$ cat src/rtl/rto_write_arbiter.sv
// Round-robin arbiter sharing one RTOB core write port among NUM_REQ producers,
// with flush sequencing and sticky timestamp-order error detection.
module rto_write_arbiter #(
    parameter int NUM_REQ      = 4,
    parameter int ID_LEN       = 2,
    parameter int FLUSH_CYCLES = 4
) (
    input  logic                     s_axi_aclk,
    input  logic                     s_axi_aresetn,
    input  logic [NUM_REQ-1:0]       req_valid,
    output logic [NUM_REQ-1:0]       req_ready,
    input  logic [NUM_REQ*128-1:0]   req_data,
    input  logic                     flush_req,
    input  logic                     rto_core_full,
    output logic                     rto_core_write,
    output logic [127:0]             rto_core_fifo_din,
    output logic                     rto_core_flush,
    output logic [ID_LEN-1:0]        grant_id,
    output logic                     busy,
    output logic                     ts_order_error,
    output logic [ID_LEN-1:0]        err_req_id,
    input  logic                     error_clear
);

    localparam int PAD   = 1 << ID_LEN;
    localparam int CNT_W = (FLUSH_CYCLES > 1) ? $clog2(FLUSH_CYCLES) : 1;

    typedef enum logic {
        ST_RUN   = 1'b0,
        ST_FLUSH = 1'b1
    } state_t;

    state_t             state;
    state_t             state_next;
    logic [CNT_W-1:0]   flush_cnt;
    logic               flush_last;
    logic [ID_LEN-1:0]  rr_ptr;
    logic [ID_LEN-1:0]  ptr_next;
    logic [63:0]        last_ts;

    logic [PAD-1:0]     valid_ext;
    logic [PAD-1:0]     ready_ext;
    logic [127:0]       data_arr [PAD];
    logic               grant_found;
    logic [ID_LEN-1:0]  grant_idx;
    logic [ID_LEN-1:0]  cand;
    logic [127:0]       sel_data;
    logic               accept;
    logic               ts_back;

    // Padding to a power of two keeps every index exactly ID_LEN bits wide
    assign valid_ext = PAD'(req_valid);

    for (genvar gi = 0; gi < PAD; gi++) begin : g_unpack
        if (gi < NUM_REQ) begin : g_real
            assign data_arr[gi] = req_data[gi*128 +: 128];
        end else begin : g_pad
            assign data_arr[gi] = '0;
        end
    end

    // Search for the first valid requester starting at rr_ptr, wrapping at NUM_REQ
    always_comb begin
        grant_found = 1'b0;
        grant_idx   = '0;
        cand        = '0;
        for (int k = 0; k < NUM_REQ; k++) begin
            cand = ID_LEN'((int'(rr_ptr) + k) % NUM_REQ);
            if (!grant_found && valid_ext[cand]) begin
                grant_found = 1'b1;
                grant_idx   = cand;
            end
        end
    end

    assign sel_data   = data_arr[grant_idx];
    assign ts_back    = sel_data[127:64] < last_ts;
    assign accept     = s_axi_aresetn && (state == ST_RUN) && !flush_req
                        && !rto_core_full && grant_found;
    assign ready_ext  = accept ? (PAD'(1) << grant_idx) : '0;
    assign req_ready  = ready_ext[NUM_REQ-1:0];
    assign ptr_next   = (grant_idx == ID_LEN'(NUM_REQ - 1)) ? '0 : grant_idx + ID_LEN'(1);
    assign flush_last = (flush_cnt == CNT_W'(FLUSH_CYCLES - 1));

    always_comb begin
        state_next = state;
        case (state)
            ST_RUN:   if (flush_req)  state_next = ST_FLUSH;
            ST_FLUSH: if (flush_last) state_next = ST_RUN;
            default:  state_next = ST_RUN;
        endcase
    end

    always_ff @(posedge s_axi_aclk or negedge s_axi_aresetn) begin
        if (!s_axi_aresetn) begin
            state          <= ST_RUN;
            flush_cnt      <= '0;
            rto_core_flush <= 1'b0;
            busy           <= 1'b0;
        end else begin
            state          <= state_next;
            flush_cnt      <= (state == ST_FLUSH) ? flush_cnt + CNT_W'(1) : '0;
            rto_core_flush <= (state_next == ST_FLUSH);
            busy           <= (state_next == ST_FLUSH);
        end
    end

    // Write path; flushing discards arbitration history so the next stream starts fresh
    always_ff @(posedge s_axi_aclk or negedge s_axi_aresetn) begin
        if (!s_axi_aresetn) begin
            rto_core_write    <= 1'b0;
            rto_core_fifo_din <= '0;
            grant_id          <= '0;
            rr_ptr            <= '0;
            last_ts           <= '0;
        end else begin
            rto_core_write <= accept;
            if (accept) begin
                rto_core_fifo_din <= sel_data;
                grant_id          <= grant_idx;
                rr_ptr            <= ptr_next;
                last_ts           <= sel_data[127:64];
            end else if (state == ST_FLUSH) begin
                rr_ptr  <= '0;
                last_ts <= '0;
            end
        end
    end

    // Only the first offender is recorded; a new error wins over a clear
    always_ff @(posedge s_axi_aclk or negedge s_axi_aresetn) begin
        if (!s_axi_aresetn) begin
            ts_order_error <= 1'b0;
            err_req_id     <= '0;
        end else if (accept && ts_back) begin
            ts_order_error <= 1'b1;
            if (!ts_order_error) begin
                err_req_id <= grant_idx;
            end
        end else if (error_clear) begin
            ts_order_error <= 1'b0;
        end
    end

endmodule

$ cat config.mk
export PLATFORM = sky130hd
export DESIGN_NAME = rto_write_arbiter
export DESIGN_NICKNAME = d
export VERILOG_FILES = /design/src/rtl/rto_write_arbiter.sv
export SDC_FILE = /design/constraint.sdc
export NUM_CORES = 1
export LEC_CHECK = 0
export CORE_AREA = 2 2 260 262
export CTS_CLUSTER_SIZE = 8
export DETAILED_ROUTE_END_ITERATION = 6
export DIE_AREA = 0 0 262 264
export PLACE_DENSITY = 0.53
export SLEW_MARGIN = 20
export SYNTH_ARGS = -nofsm -noshare
export SYNTH_HDL_FRONTEND = slang
export SYNTH_SLANG_ARGS = --single-unit
$ cat constraint.sdc
create_clock -name s_axi_aclk -period 5.1 [get_ports s_axi_aclk]
set_input_delay 1.02 -clock s_axi_aclk [delete_from_list [all_inputs] [get_ports s_axi_aclk]]
set_output_delay 1.02 -clock s_axi_aclk [all_outputs]
set_load 0.1 [all_outputs]
==> results.cfg <==
[global_route]
grt_pass1_wl_um = 93500
antenna_found_initial = 8
gr-total-overflow = 0
grt_pass1_vias = 15400
grt.total_usage = 0.1776
grt_max_degree = 87

[timing]
tightestPinTransition_ps = 1171
rsz0062_at_grt = false
tns_ps = 0
fmax_ghz = 0.2092
hold_ws_ps = 319.8
hold_violations = 0
fin_skew_ps = 9.137
fin_crit_sh = 0.9373
fin_crit_ps = 4780
setup_slack_ps = 319.9
slew_headroom = 0.2170
drv_slew = 0
setup_viol = 0

[cells_and_area]
drive_gt1_frac = 0.04271
mostFrequentLayoutCell = nand2_1
finalNonFillerCells = 3383
post-route-util = 0.3219
mostFrequentLayoutCells = nand2_1, clkdlybuf4s50_1, dfrtp_1, nand3_1, inv_1
design_area_mm2 = 0.02143
fill_cells = 7081
fin_nets = 3092
area_growth_pct = 66.13

[floorplan]
dieArea_mm2 = 0.06917
fp-row-count = 95
die_w_um = 262
start_util = 0.1938
design.core.area_mm2 = 0.06656
die_y_um = 264
boundaryPins = 661

[job]
max-cap-violations = 0

[logic_synthesis]
syn_area_per_cell_um2 = 6.868
yosysWarnings = 0
synthCells = 1878
synth_seq_cells = 203
synth-edff-count = 0
ys_types = 48
synth-main-ff-cell = dfrtp_1
synthesis.area_mm2 = 0.01290
synth_fp_nets = 2467
synthArstFlopShare = 1.000
ys_seq_area_frac = 0.3939

[power_and_ir_drop]
vdd_drop_max_mv = 0.2900
leakagePower_nw = 10.07
power_density_mw_per_mm2 = 533.8
power.total_mw = 11.44

[placed_design]
place.gp.congestion = 0.9156
detailed_place.area_mm2 = 0.02066
dp_slack_ps = -222.7
dp_hpwl_um = 51180
portBuffers = 660
placed_cells = 3345

[clocking]
h-tree-depth = 1
clockBufferDepth = 3
cts_tree = yes
clk_latency_ps = 550
root_buffer = clkbuf_16
clk_pin_slew_ps = 50
cts.sinks = 203
cts_made_buffers = 29
ctsHoldBuffers = 0
cts_repair_resize_count = 0
cts_setup_buffers = 0

[critical_path]
crit_type = input pin to flop
slowest_delay_ps = 540
endpoint_kind = flop
cp_slowest_cell = clkdlybuf4s50_1
arrival_ps = 5200
path_cells = clkdlybuf4s50_1 > nand2b_1 > a21oi_1 > nor3_4 > buf_12 > inv_8 > buf_12 > nand2_1 > and3_1 > a31oi_1 > ha_1 > a2111oi_0 > a311o_1 > a211oi_1 > a2111o_1 > a31oi_1 > nand3b_1 > mux2_1
required_ps = 5520
cp_max_fo = 24
startpoint_type = input pin

[drt]
postRouteAntennaNets = 0
drc = 0
first_pass_iters = 5
drt-total-wl_um = 64380
vias = 15030
wire_per_inst_um = 19.03
drt-initial-drc-count = 637
routed_via_density = 4.442

[run_status]
status = finished clean

[hold_path]
hold_class = input pin to asynchronous set/reset pin
## layer usage
layer,vias up,part of all wire,routed length [um],GRT usage
met4,6,0.028,1816,0.05451
li1,7334,-,-,-
met1,7050,0.39,25360,0.2067
met2,548,0.50,32080,0.3175
met3,88,0.079,5076,0.04366
met5,-,0.00068,44,0
## synth_stat cells (2+ instances only)
| cell type | n | area [um^2] |
|---|---|---|
| a211oi_1 | 5 | 37.54 |
| a21o_1 | 3 | 22.52 |
| a21oi_1 | 16 | 80.08 |
| a31oi_1 | 64 | 400.4 |
| and2_1 | 6 | 37.54 |
| and3_1 | 64 | 400.4 |
| and4_1 | 3 | 26.28 |
| buf_1 | 18 | 67.56 |
| buf_2 | 27 | 135.1 |
| clkbuf_1 | 74 | 277.8 |
| dfrtp_1 | 203 | 5080 |
| ha_1 | 68 | 850.8 |
| inv_1 | 70 | 262.8 |
| inv_2 | 2 | 7.510 |
| mux2_1 | 2 | 22.52 |
| mux2i_1 | 2 | 20.02 |
| nand2_1 | 967 | 3630 |
| nand2b_1 | 5 | 31.28 |
| nand3_1 | 202 | 1011 |
| nand3b_1 | 3 | 22.52 |
| nand4_1 | 8 | 50.05 |
| nor2_1 | 15 | 56.30 |
| nor2b_1 | 3 | 18.77 |
| nor3_1 | 2 | 10.01 |
| nor4_1 | 3 | 18.77 |
| o211ai_1 | 4 | 30.03 |
| o21a_1 | 2 | 15.01 |
| o21ai_0 | 15 | 75.07 |
| o21ai_1 | 2 | 10.01 |
| or3_1 | 2 | 12.51 |
## logic make-up after synthesis
family | Yosys count | synth area share
AO/OA/AOI/OAI | 122 | 0.06044
adder cells (fa/ha/maj) | 68 | 0.06597
buffers and inverters | 192 | 0.05879
flip-flops | 203 | 0.3939
multiplexers | 5 | 0.004462
AND/OR/NAND/NOR | 1288 | 0.4165
## critical path: cells and delay by family
kind,cells,cell delay (ps)
multiplexers,1,350
adder cells (fa/ha/maj),1,310
AO/OA/AOI/OAI,7,1920
AND/OR/NAND/NOR,5,560
buffers and inverters,4,1030
## power breakdown
| part | internal (mW) | switching (mW) |
|---|---|---|
| combinational | 1.76 | 5.45 |
| clock | 1.01 | 0.702 |
| sequential | 2.17 | 0.346 |
## registers in the layout, indices dropped and copies added, names as in the netlist
signal,flops
rto_core_fifo_din,128
last_ts,64
err_req_id,2
flush_cnt,2
grant_id,2
rr_ptr,2
rto_core_write,1
state,1
ts_order_error,1
## area by class of cell
type                       instances  area, um^2  area share
clock buffer                      33       750.7     0.03504
tap                              873        1092     0.05098
sequential                       203        5080      0.2371
antenna                            5       12.51   0.0005839
timing repair buffer             714        7127      0.3326
inverter                          72       282.8     0.01320
multi-input combinational       1483        7082      0.3305
## worst paths after layout
path | cells after the start | startpoint | slack [ps] | end
setup / recovery | 18 | req_valid[2] | 320 | err_req_id[0]$_DFFE_PN0P_
hold / removal | 1 | s_axi_aresetn | 320 | rto_core_fifo_din[127]$_DFFE_PN0P_
setup reg to reg | 17 | rr_ptr[1]$_DFFE_PN0P_ | 800 | err_req_id[0]$_DFFE_PN0P_
hold reg to reg | 1 | flush_cnt[0]$_DFF_PN0_ | 440 | flush_cnt[0]$_DFF_PN0_
max in group asynchronous | 3 | s_axi_aresetn | 2910 | rto_core_fifo_din[7]$_DFFE_PN0P_
min in group s_axi_aclk | 1 | flush_cnt[0]$_DFF_PN0_ | 440 | flush_cnt[0]$_DFF_PN0_
Note: power is estimated with default switching activity, not from simulation.
